**src/rtl/huff_pkg.sv**
```systemverilog
// huff_pkg: shared constants, FSM encoding and byte-swap helper for the Huffman stream output block.
package huff_pkg;
    localparam logic [31:0] MAGIC_DEFAULT = 32'hD4C3B2A1;

    typedef enum logic [2:0] {IDLE, HDR_MAGIC, HDR_LEN, BODY, FLUSH, TRAILER} state_t;

    function automatic logic [31:0] bswap(input logic [31:0] w);
        return {w[7:0], w[15:8], w[23:16], w[31:24]};
    endfunction
endpackage

```
**src/rtl/huff_skid2.sv**
```systemverilog
// huff_skid2: two-entry output skid buffer carrying a 32-bit word plus a last flag.
module huff_skid2 (
    input  logic        clk,
    input  logic        rst,
    input  logic        in_valid,
    output logic        in_ready,
    input  logic [31:0] in_data,
    input  logic        in_last,
    output logic        out_valid,
    input  logic        out_ready,
    output logic [31:0] out_data,
    output logic        out_last,
    output logic [1:0]  count
);
    logic [32:0] d0, d1;
    logic [1:0]  cnt;
    logic        push, pop;

    assign out_valid = cnt != 2'd0;
    assign pop = out_valid & out_ready;
    assign in_ready = (cnt != 2'd2) | pop;
    assign push = in_valid & in_ready;
    assign {out_last, out_data} = d0;
    assign count = cnt;

    always_ff @(posedge clk) begin
        if (rst) begin
            cnt <= 2'd0;
            d0 <= '0;
            d1 <= '0;
        end else begin
            cnt <= cnt + 2'(push) - 2'(pop);
            d0 <= pop ? (cnt == 2'd2 ? d1 : {in_last, in_data}) : (cnt == 2'd0 ? {in_last, in_data} : d0);
            // the tail slot is written only when the head stays occupied after this cycle
            if (push && cnt == (pop ? 2'd2 : 2'd1))
                d1 <= {in_last, in_data};
        end
    end
endmodule

```
**src/rtl/huff_stream_out.sv**
```systemverilog
// huff_stream_out: drains the encoded-word FIFO into the output stream, patching the length
// header and appending a byte-swapped word-count trailer.
module huff_stream_out
    import huff_pkg::*;
#(
    parameter logic [31:0] MAGIC_NUM   = MAGIC_DEFAULT,
    parameter bit          CHECK_MAGIC = 1'b1
) (
    input  logic        clk,
    input  logic        rst,
    input  logic        start,
    input  logic [31:0] src_len,
    input  logic        encode_done,
    output logic        rd_encode,
    input  logic [31:0] encode_data,
    input  logic        encode_valid,
    input  logic        encode_empty,
    output logic [31:0] out_data,
    output logic        out_valid,
    input  logic        out_ready,
    output logic        out_last,
    output logic        busy,
    output logic        done,
    output logic        magic_err,
    output logic [31:0] word_cnt
);
    state_t      state, state_nx;
    logic        in_flight, rx, pop, skid_push, skid_ready, skid_valid, skid_last, trailer_push;
    logic [31:0] skid_data, push_data;
    logic [1:0]  rx_idx, occ;

    assign rx = encode_valid & in_flight;
    assign pop = skid_valid & out_ready;
    assign trailer_push = state == FLUSH && occ == 2'd0;
    assign skid_push = rx | trailer_push;
    assign push_data = trailer_push ? bswap(word_cnt) : (rx_idx == 2'd1 ? bswap(src_len) : encode_data);
    // a slot freed by this cycle's pop counts as room, which keeps one word per cycle flowing
    assign rd_encode = ~rst && (state inside {HDR_MAGIC, HDR_LEN, BODY}) && ~encode_empty && skid_ready
                       && ({1'b0, occ} + 3'(in_flight) - 3'(pop)) < 3'd2;

    assign out_valid = ~rst & skid_valid;
    assign out_last = ~rst & skid_valid & skid_last;
    assign out_data = rst ? 32'd0 : skid_data;
    assign busy = ~rst & (state != IDLE);
    assign done = ~rst & (state == TRAILER) & pop;

    huff_skid2 u_skid (
        .clk(clk), .rst(rst),
        .in_valid(skid_push), .in_ready(skid_ready), .in_data(push_data), .in_last(trailer_push),
        .out_valid(skid_valid), .out_ready(out_ready), .out_data(skid_data), .out_last(skid_last),
        .count(occ)
    );

    always_ff @(posedge clk) begin
        if (rst)
            state <= IDLE;
        else
            state <= state_nx;
    end

    always_comb begin
        state_nx = state;
        unique case (state)
            IDLE:      state_nx = start ? HDR_MAGIC : IDLE;
            HDR_MAGIC: state_nx = pop ? HDR_LEN : HDR_MAGIC;
            HDR_LEN:   state_nx = pop ? BODY : HDR_LEN;
            BODY:      state_nx = (encode_done && encode_empty && !in_flight) ? FLUSH : BODY;
            FLUSH:     state_nx = occ == 2'd0 ? TRAILER : FLUSH;
            TRAILER:   state_nx = pop ? IDLE : TRAILER;
            default:   state_nx = IDLE;
        endcase
    end

    always_ff @(posedge clk) begin
        if (rst) begin
            in_flight <= 1'b0;
            rx_idx <= 2'd0;
            word_cnt <= 32'd0;
            magic_err <= 1'b0;
        end else begin
            in_flight <= rd_encode;
            if (state == IDLE && start) begin
                word_cnt <= 32'd0;
                magic_err <= 1'b0;
                rx_idx <= 2'd0;
            end else begin
                if (pop)
                    word_cnt <= word_cnt + 32'd1;
                if (rx && rx_idx != 2'd2)
                    rx_idx <= rx_idx + 2'd1;
                if (rx && rx_idx == 2'd0 && CHECK_MAGIC && encode_data != MAGIC_NUM)
                    magic_err <= 1'b1;
            end
        end
    end
endmodule

```
**config.mk**
```make
export PLATFORM = sky130hd
export DESIGN_NAME = huff_stream_out
export DESIGN_NICKNAME = d
export VERILOG_FILES = /design/src/rtl/huff_pkg.sv /design/src/rtl/huff_skid2.sv /design/src/rtl/huff_stream_out.sv
export SDC_FILE = /design/constraint.sdc
export NUM_CORES = 1
export LEC_CHECK = 0
export CORE_AREA = 2 2 112 114
export DETAILED_ROUTE_END_ITERATION = 16
export DIE_AREA = 0 0 114 116
export PLACE_DENSITY = 0.8
export SLEW_MARGIN = 20
export SYNTH_ARGS = -nofsm -noshare
export SYNTH_HDL_FRONTEND = slang
export SYNTH_HIERARCHICAL = 1
export SYNTH_SLANG_ARGS = --single-unit
export TNS_END_PERCENT = 100
```
**constraint.sdc**
```tcl
create_clock -name clk -period 3.4 [get_ports clk]
set_clock_uncertainty 0.05 [all_clocks]
set_input_delay 0.68 -clock clk [delete_from_list [all_inputs] [get_ports clk]]
set_output_delay 0.68 -clock clk [all_outputs]
set_load 0.02 [all_outputs]
```
==> insert_results.sql, run 1 <==
INSERT INTO impl_metrics (metric_group, metric, value, unit) VALUES
('floorplan', 'initial_core_utilization', '50.3', '%'),
('floorplan', 'fp.dieW', '114', 'µm'),
('hold_path', 'min_delay_worst_endpoint', 'magic_err$_SDFFE_PP0P_', ''),
('clock_tree', 'post_cts_hold_buffer_count', '0', ''),
('run_status', 'run_status', 'complete, no violations', ''),
('logic_synthesis', 'synth-warning-count', '6', ''),
('global_routing', 'grt_pass1_wl', '26600', 'µm'),
('worst_setup_path', 'cp_cell_sequence', 'clkdlybuf4s50_1, nand2_1, xnor2_1, nand2_1, fa_1, xor2_1, nor4_1, buf_2', ''),
('worst_setup_path', 'r2r-end', 'u_skid/d0[1]$_SDFFE_PP0P_', ''),
('clock_tree', 'max-clock-path-buffers', '2', ''),
('clock_tree', 'cts_buffers', '9', ''),
('hold_path', 'worstHoldPathType', 'register to register', ''),
('worst_setup_path', 'cp.buffers_inverters', '2', ''),
('worst_setup_path', 'timing.critical_path.mode_cell', 'sky130_fd_sc_hd__nand2_1', ''),
('worst_setup_path', 'critPathMaxStageDelay', '0.49', 'ns'),
('logic_synthesis', 'synth_area_per_cell', '8.06', 'µm²'),
('global_routing', 'grt_pass1_vias', '5415', ''),
('logic_synthesis', 'syn-num-nets', '821', ''),
('finish', 'layout_overhead_on_the_synthesized_area', '29.1', '%'),
('sta', 'hold_viol_final', '0', ''),
('power', 'powerDensity', '462', 'nW/µm²'),
('drt', 'drc', '0', ''),
('logic_synthesis', 'netlist.area_leader.share', '35.8', '%'),
('sta', 'fin_ws', '0.125', 'ns'),
('finish', 'final-seq-area', '2140', 'µm²'),
('drt', 'avgViaCountPerCell', '5.74', ''),
('placement', 'placement.setup.worst_slack', '-0.303', 'ns'),
('finish', 'multi_input_area', '3580', 'µm²'),
('worst_setup_path', 'timing.reg2reg.setup_slack', '1.07', 'ns'),
('worst_setup_path', 'worst_ep_required_time', '2.67', 'ns'),
('placement', 'hpwl_after_detailed_placement', '12100', 'µm'),
('worst_setup_path', 'critical_path.top_delay_family', 'buffers and inverters', ''),
('drt', 'drt_iter0_drc', '415', ''),
('sta', 'max_freq', '0.305', 'GHz'),
('clock_tree', 'clock_root_buffer', 'sky130_fd_sc_hd__clkbuf_16', ''),
('floorplan', 'design.die.area', '13200', 'µm²'),
('worst_setup_path', 'timing.critical_path.arrival', '2.55', 'ns'),
('worst_setup_path', 'startpoint_type', 'input port', ''),
('floorplan', 'rows', '40', ''),
('floorplan', 'die_y', '116', 'µm'),
('drt', 'average_routed_wire_per_standard_cell', '16.9', 'µm'),
('sta', 'period_needed', '3.28', 'ns'),
('finish', 'layout.cells.non_filler', '1001', ''),
('logic_synthesis', 'synth.cell_area', '5990', 'µm²'),
('clock_tree', 'htree_num_levels', '3', ''),
('sta', 'setup_violations', '0', ''),
('clock_tree', 'cts_num_sinks', '107', ''),
('hold_path', 'worstHoldStart', 'magic_err$_SDFFE_PP0P_', ''),
('finish', 'layout_common_cells', '138 x sky130_fd_sc_hd__clkdlybuf4s50_1, 107 x sky130_fd_sc_hd__dfxtp_1, 90 x sky130_fd_sc_hd__nand2_1, 88 x sky130_fd_sc_hd__nor2_1, 67 x sky130_fd_sc_hd__mux2i_1', ''),
('sta', 'whs', '0.416', 'ns'),
('worst_setup_path', 'timing.critical_path.fanout_max', '2', ''),
('placement', 'place.port_buffers', '140', ''),
('finish', 'final_layout_size_suffix_gt1_share', '5.04', '%'),
('finish', 'layout_commonest_cell', 'sky130_fd_sc_hd__clkdlybuf4s50_1', ''),
('logic_synthesis', 'portion_of_netlist_area_occupied_by_mux_cells', '11.2', '%'),
('drt', 'drt_first_pass_iters', '5', ''),
('clock_tree', 'clk_pin_slew_worst_paths', '0.07', 'ns'),
('sta', 'min_period_over_period', '96.3', '%'),
('sta', 'slew_headroom', '34.5', '%'),
('logic_synthesis', 'simple_gate_area_share_of_the_yosys_netlist', '32.0', '%'),
('worst_setup_path', 'setup.worst_path.end_class', 'output port', ''),
('sta', 'worst-slew-pin-transition', '0.982', 'ns'),
('logic_synthesis', 'synth.yosys.seq_area_share', '35.8', '%'),
('worst_setup_path', 'setup.worst_path.class', 'input port to output port', ''),
('sta', 'unrepaired_setup_endpoints_after_global_routing', 'false', ''),
('worst_setup_path', 'timing.reg2reg.worst_path_depth', '6', ''),
('worst_setup_path', 'r2r-start', 'rx_idx[1]$_SDFFE_PP0P_', ''),
('power', 'ir_worst_vdd', '335', 'µV'),
('power', 'cellLeakagePower', '0.00272', 'µW'),
('flow_run', 'cap_viol_max_count', '0', ''),
('drt', 'vias', '5743', '');
==> sequential cells by signal, indices dropped and copies added (netlist names) <==
signal,cells
in_flight,1
u_skid/count,2
state,3
u_skid/d0,33
word_cnt,32
rx_idx,2
u_skid/d1,33
magic_err,1
==> metal layers <==
metal	GRT usage (%)	wire, µm	vias to the layer above
met2	40.9	8110	219
met5	0	0	-
met1	34.1	7420	2681
li1	-	-	2811
met4	9.92	398	0
met3	3.66	1020	32
==> area by class of cell <==
class                           count  share of cell area [%]
Clock inverter                      7                   0.890
Sequential cell                   107                    27.7
Timing Repair Buffer              153                    19.5
Clock buffer                        9                    2.91
Multi-Input combinational cell    570                    46.3
Tap cell                          147                    2.38
Inverter                            8                   0.388
==> worst min-delay path, stage by stage (launching register included) <==
cell	delay, ns
sky130_fd_sc_hd__dfxtp_1	0.32
sky130_fd_sc_hd__inv_1	0.05
sky130_fd_sc_hd__a21oi_1	0.05
==> report_power, final <==
part / leakage [µW] / internal, µW / switching (µW)
registers: 0.000871 / 1380 / 72.0
clock network: 0.000141 / 569 / 473
logic: 0.00171 / 487 / 589
total: 0.00272 / 2440 / 1130
==> kinds of logic after synthesis <==
kind of cell | count (synthesis)
AOI/OAI and AO/OA | 113
xor gates and xnor gates | 15
adders and majority gates | 7
buffers and inverters | 66
DFF | 107
muxes | 67
and+or+nand+nor | 368
==> worst max path at each step <==
stage,startpoint,endpoint,depth (start not counted)
detailed placement,out_ready,rd_encode,8
floorplan,u_skid/count[1]$_SDFF_PP0_,rd_encode,7
global route,out_ready,rd_encode,8
CTS,out_ready,rd_encode,8
global placement,out_ready,rd_encode,8
finish,out_ready,rd_encode,8
==> through the flow <==
step / power [µW] / TNS (ns) / instance area (µm²) / utilization, %
2_1_floorplan: 2130 / 0 / 5990 / -
3_3_place_gp: 2520 / -0.304 / 7440 / 62.5
3_5_place_dp: 2550 / -0.303 / 7440 / 62.5
4_1_cts: 3580 / 0 / 7740 / 65.0
5_1_grt: 3750 / 0 / 7730 / 64.9
6_report: 3570 / 0 / 7730 / 64.9
==> cell usage after synthesis (all sizes together) <==
cell type / instances
dfxtp: 107
nand2: 90
nor2: 88
mux2i: 67
nand2b: 66
a21oi: 54
clkbuf: 38
nor2b: 35
a311oi: 33
buf: 20
o31ai: 16
or4: 16
nand4: 14
nand3: 12
xnor2: 9
inv: 8
nor4: 7
or3: 7
ha: 6
xor2: 6
and2: 5
nor3: 4
nor4b: 4
o21ai: 4
and3: 3
and4: 3
nand3b: 3
nor4bb: 3
or2: 3
a21o: 1
a22oi: 1
a31oi: 1
and3b: 1
and4b: 1
fa: 1
nand4b: 1
nor3b: 1
o211ai: 1
o21a: 1
o21bai: 1
or3b: 1
==> timing repair <==
action | CTS | global route
hold endpoints to repair | 0 | 0
endpoints found under the setup margin | 1 | 1
resized for setup | 4 | 1
No activity file was read; power rests on OpenSTA's default activity.
==> inputs of run 2 (changes only) <==
CORE_AREA = 4 4 114 116   (was 2 2 112 114)
DIE_AREA = 0 0 118 120   (was 0 0 114 116)
==> run 2 against run 1 <==
Clock-buffer cell count up 3. Die area up 7.1%. Sequential cell count unchanged. Critical path type unchanged.
==> insert_results.sql, run 2 (synthesis results as in run 1) <==
INSERT INTO impl_metrics (metric_group, metric, value, unit) VALUES
('run_status', 'run_status', 'complete, no violations', ''),
('power', 'switching_power', '1150', 'µW'),
('worst_setup_path', 'setup.worst_path.class', 'input port to output port', ''),
('power', 'switching_share', '30.7', '%'),
('floorplan', 'fp.dieW', '118', 'µm'),
('worst_setup_path', 'timing.critical_path.mode_cell', 'sky130_fd_sc_hd__clkdlybuf4s50_1', ''),
('floorplan', 'floorplan.io_pins', '141', ''),
('global_routing', 'globalRoute.totalOverflow', '0', ''),
('sta', 'setup_violations', '0', ''),
('floorplan', 'die_y', '120', 'µm'),
('worst_setup_path', 'critPathMaxStageDelay', '0.66', 'ns'),
('worst_setup_path', 'timing.reg2reg.setup_slack', '1.01', 'ns'),
('clock_tree', 'clock_root_buffer', 'sky130_fd_sc_hd__clkbuf_16', ''),
('floorplan', 'core-area', '11900', 'µm²'),
('drt', 'drt_first_pass_iters', '5', ''),
('finish', 'layout_common_cells', '138 x sky130_fd_sc_hd__clkdlybuf4s50_1, 107 x sky130_fd_sc_hd__dfxtp_1, 90 x sky130_fd_sc_hd__nand2_1, 88 x sky130_fd_sc_hd__nor2_1, 67 x sky130_fd_sc_hd__mux2i_1', ''),
('global_routing', 'grt_pass1_vias', '5555', ''),
('finish', 'num_antenna_cells', '0', ''),
('finish', 'final_layout_size_suffix_gt1_share', '5.15', '%'),
('floorplan', 'rows', '40', ''),
('sta', 'whs', '0.413', 'ns'),
('worst_setup_path', 'worst_ep_required_time', '2.67', 'ns'),
('placement', 'globalplace.congestion', '0.860', ''),
('power', 'share_clk_of_total_power', '31.9', '%'),
('worst_setup_path', 'startpoint_type', 'input port', ''),
('global_routing', 'grt_pass1_wl', '27700', 'µm'),
('clock_tree', 'cts_tree', 'done', ''),
('sta', 'final-max-slew-violation-count', '0', ''),
('drt', 'average_routed_wire_per_standard_cell', '17.3', 'µm'),
('power', 'p_int', '2580', 'µW'),
('worst_setup_path', 'setup.worst_path.end_class', 'output port', ''),
('placement', 'dpl_cell_area', '7440', 'µm²'),
('finish', 'layout_commonest_cell', 'sky130_fd_sc_hd__clkdlybuf4s50_1', ''),
('global_routing', 'number_of_antenna_violations_at_the_first_check_in_global_routing', '0', ''),
('clock_tree', 'max-clock-path-buffers', '2', ''),
('floorplan', 'initial_core_utilization', '50.3', '%'),
('sta', 'worst-slew-pin-transition', '1.03', 'ns'),
('power', 'powerDensity', '479', 'nW/µm²'),
('placement', 'place_inst', '985', ''),
('drt', 'avgViaCountPerCell', '5.71', ''),
('clock_tree', 'clock_insertion_delay_worst_skew', '0.34', 'ns'),
('sta', 'timing.setup.tns', '0', 'ns'),
('sta', 'max_freq', '0.312', 'GHz'),
('global_routing', 'globalRouteTotalUtil', '23.7', '%'),
('clock_tree', 'clk_pin_slew_worst_paths', '0.07', 'ns'),
('drt', 'drc', '0', ''),
('clock_tree', 'post_cts_hold_buffer_count', '0', ''),
('finish', 'layout.cells.non_filler', '1001', ''),
('drt', 'antenna_left', '0', ''),
('clock_tree', 'cts_buffers', '9', ''),
('global_routing', 'maximum_number_of_pins_on_one_net_before_global_route_repair', '132', ''),
('worst_setup_path', 'cp_cell_sequence', 'clkdlybuf4s50_1, buf_4, and2_1, nand2_1, nor4b_1, clkdlybuf4s50_1', ''),
('clock_tree', 'cts_num_sinks', '107', ''),
('power', 'ir_worst_vdd', '282', 'µV'),
('power', 'share_seq_of_total_power', '39.0', '%'),
('placement', 'place.port_buffers', '140', ''),
('placement', 'placement.setup.worst_slack', '-0.312', 'ns'),
('finish', 'number_of_nets_at_the_end_of_the_flow', '927', ''),
('drt', 'drt_iter0_drc', '380', ''),
('clock_tree', 'post-cts-setup-buffer-count', '0', ''),
('floorplan', 'design.die.area', '14200', 'µm²'),
('drt', 'drt-total-wl', '17300', 'µm'),
('finish', 'largest_registers', 'u_skid/d0 x33, u_skid/d1 x33, word_cnt x32', ''),
('finish', 'post-route-cell-area', '7790', 'µm²'),
('sta', 'hold_viol_final', '0', ''),
('power', 'combinationalPowerShare', '29.1', '%'),
('sta', 'min_period_over_period', '94.3', '%'),
('drt', 'vias', '5717', ''),
('worst_setup_path', 'cpMaxStageDelayCell', 'sky130_fd_sc_hd__clkdlybuf4s50_1', ''),
('hold_path', 'worstHoldPathType', 'register to register', ''),
('power', 'cellLeakagePower', '0.00275', 'µW'),
('sta', 'slew_headroom', '31.2', '%'),
('clock_tree', 'htree_num_levels', '3', ''),
('sta', 'unrepaired_setup_endpoints_after_global_routing', 'false', ''),
('sta', 'fin_ws', '0.195', 'ns'),
('finish', 'layout_overhead_on_the_synthesized_area', '30.1', '%'),
('placement', 'hpwl_after_detailed_placement', '12500', 'µm'),
('sta', 'period_needed', '3.20', 'ns'),
('flow_run', 'cap_viol_max_count', '0', ''),
('worst_setup_path', 'timing.critical_path.arrival', '2.47', 'ns'),
('worst_setup_path', 'timing.critical_path.fanout_max', '10', '');
run 2: cell count changes in the layout (fill, tap and decap cells not counted):
cell / before / now
sky130_fd_sc_hd__clkinvlp_4: 2 / 0
sky130_fd_sc_hd__nor4_2: 0 / 1
sky130_fd_sc_hd__clkbuf_8: 0 / 3
sky130_fd_sc_hd__nor4_1: 7 / 6
sky130_fd_sc_hd__inv_8: 0 / 1
sky130_fd_sc_hd__clkinv_2: 3 / 0
sky130_fd_sc_hd__bufinv_16: 1 / 2
run 2: power by group through the flow:
stage,Sequential [µW],Combinational (µW),Clock (µW)
after floorplan,1470,656,0
after CTS,1460,1080,1200
after global placement,1480,1040,0
after global routing,1470,1180,1240
final,1450,1080,1190
after detailed placement,1490,1070,0
run 2: path summary, 6_finish.rpt:
check	start	to	cells past startpoint
setup / recovery	out_ready	done	6
hold / removal	magic_err$_SDFFE_PP0P_	magic_err$_SDFFE_PP0P_	2
setup reg to reg	rx_idx[0]$_SDFFE_PP0P_	u_skid/d0[7]$_SDFFE_PP0P_	5
hold reg to reg	magic_err$_SDFFE_PP0P_	magic_err$_SDFFE_PP0P_	2
run 2: layout make-up:
class	count	area (µm²)
Timing Repair Buffer	153	1500
Multi-Input combinational cell	570	3580
Fill cell	1014	4120
Sequential cell	107	2140
Clock inverter	4	80.1
Tap cell	147	184
Inverter	8	30.0
Clock buffer	12	267
run 2: worst max-delay path: cells and delay by family:
kind	cells	cell delay, ns
buffers and inverters	3	1.31
AND/OR/NAND/NOR	3	0.49
run 2: through the flow:
step / power [µW] / util (%)
after floorplan: 2130 / -
after global routing: 3900 / 65.4
after detailed placement: 2550 / 62.5
after global placement: 2520 / 62.5
final: 3730 / 65.4
after CTS: 3730 / 65.4
run 2: layer usage:
metal  track usage (%)  wire length (µm)
met5                 0                 0
met4              8.64               392
met3              3.44               989
met2              39.8              8390
met1              31.0              7510
run 2: timing repair:
action,4_1_cts,5_1_grt
cloned,0,0
resized for setup,4,2
hold endpoints to repair,0,0
setup endpoints to repair,1,1
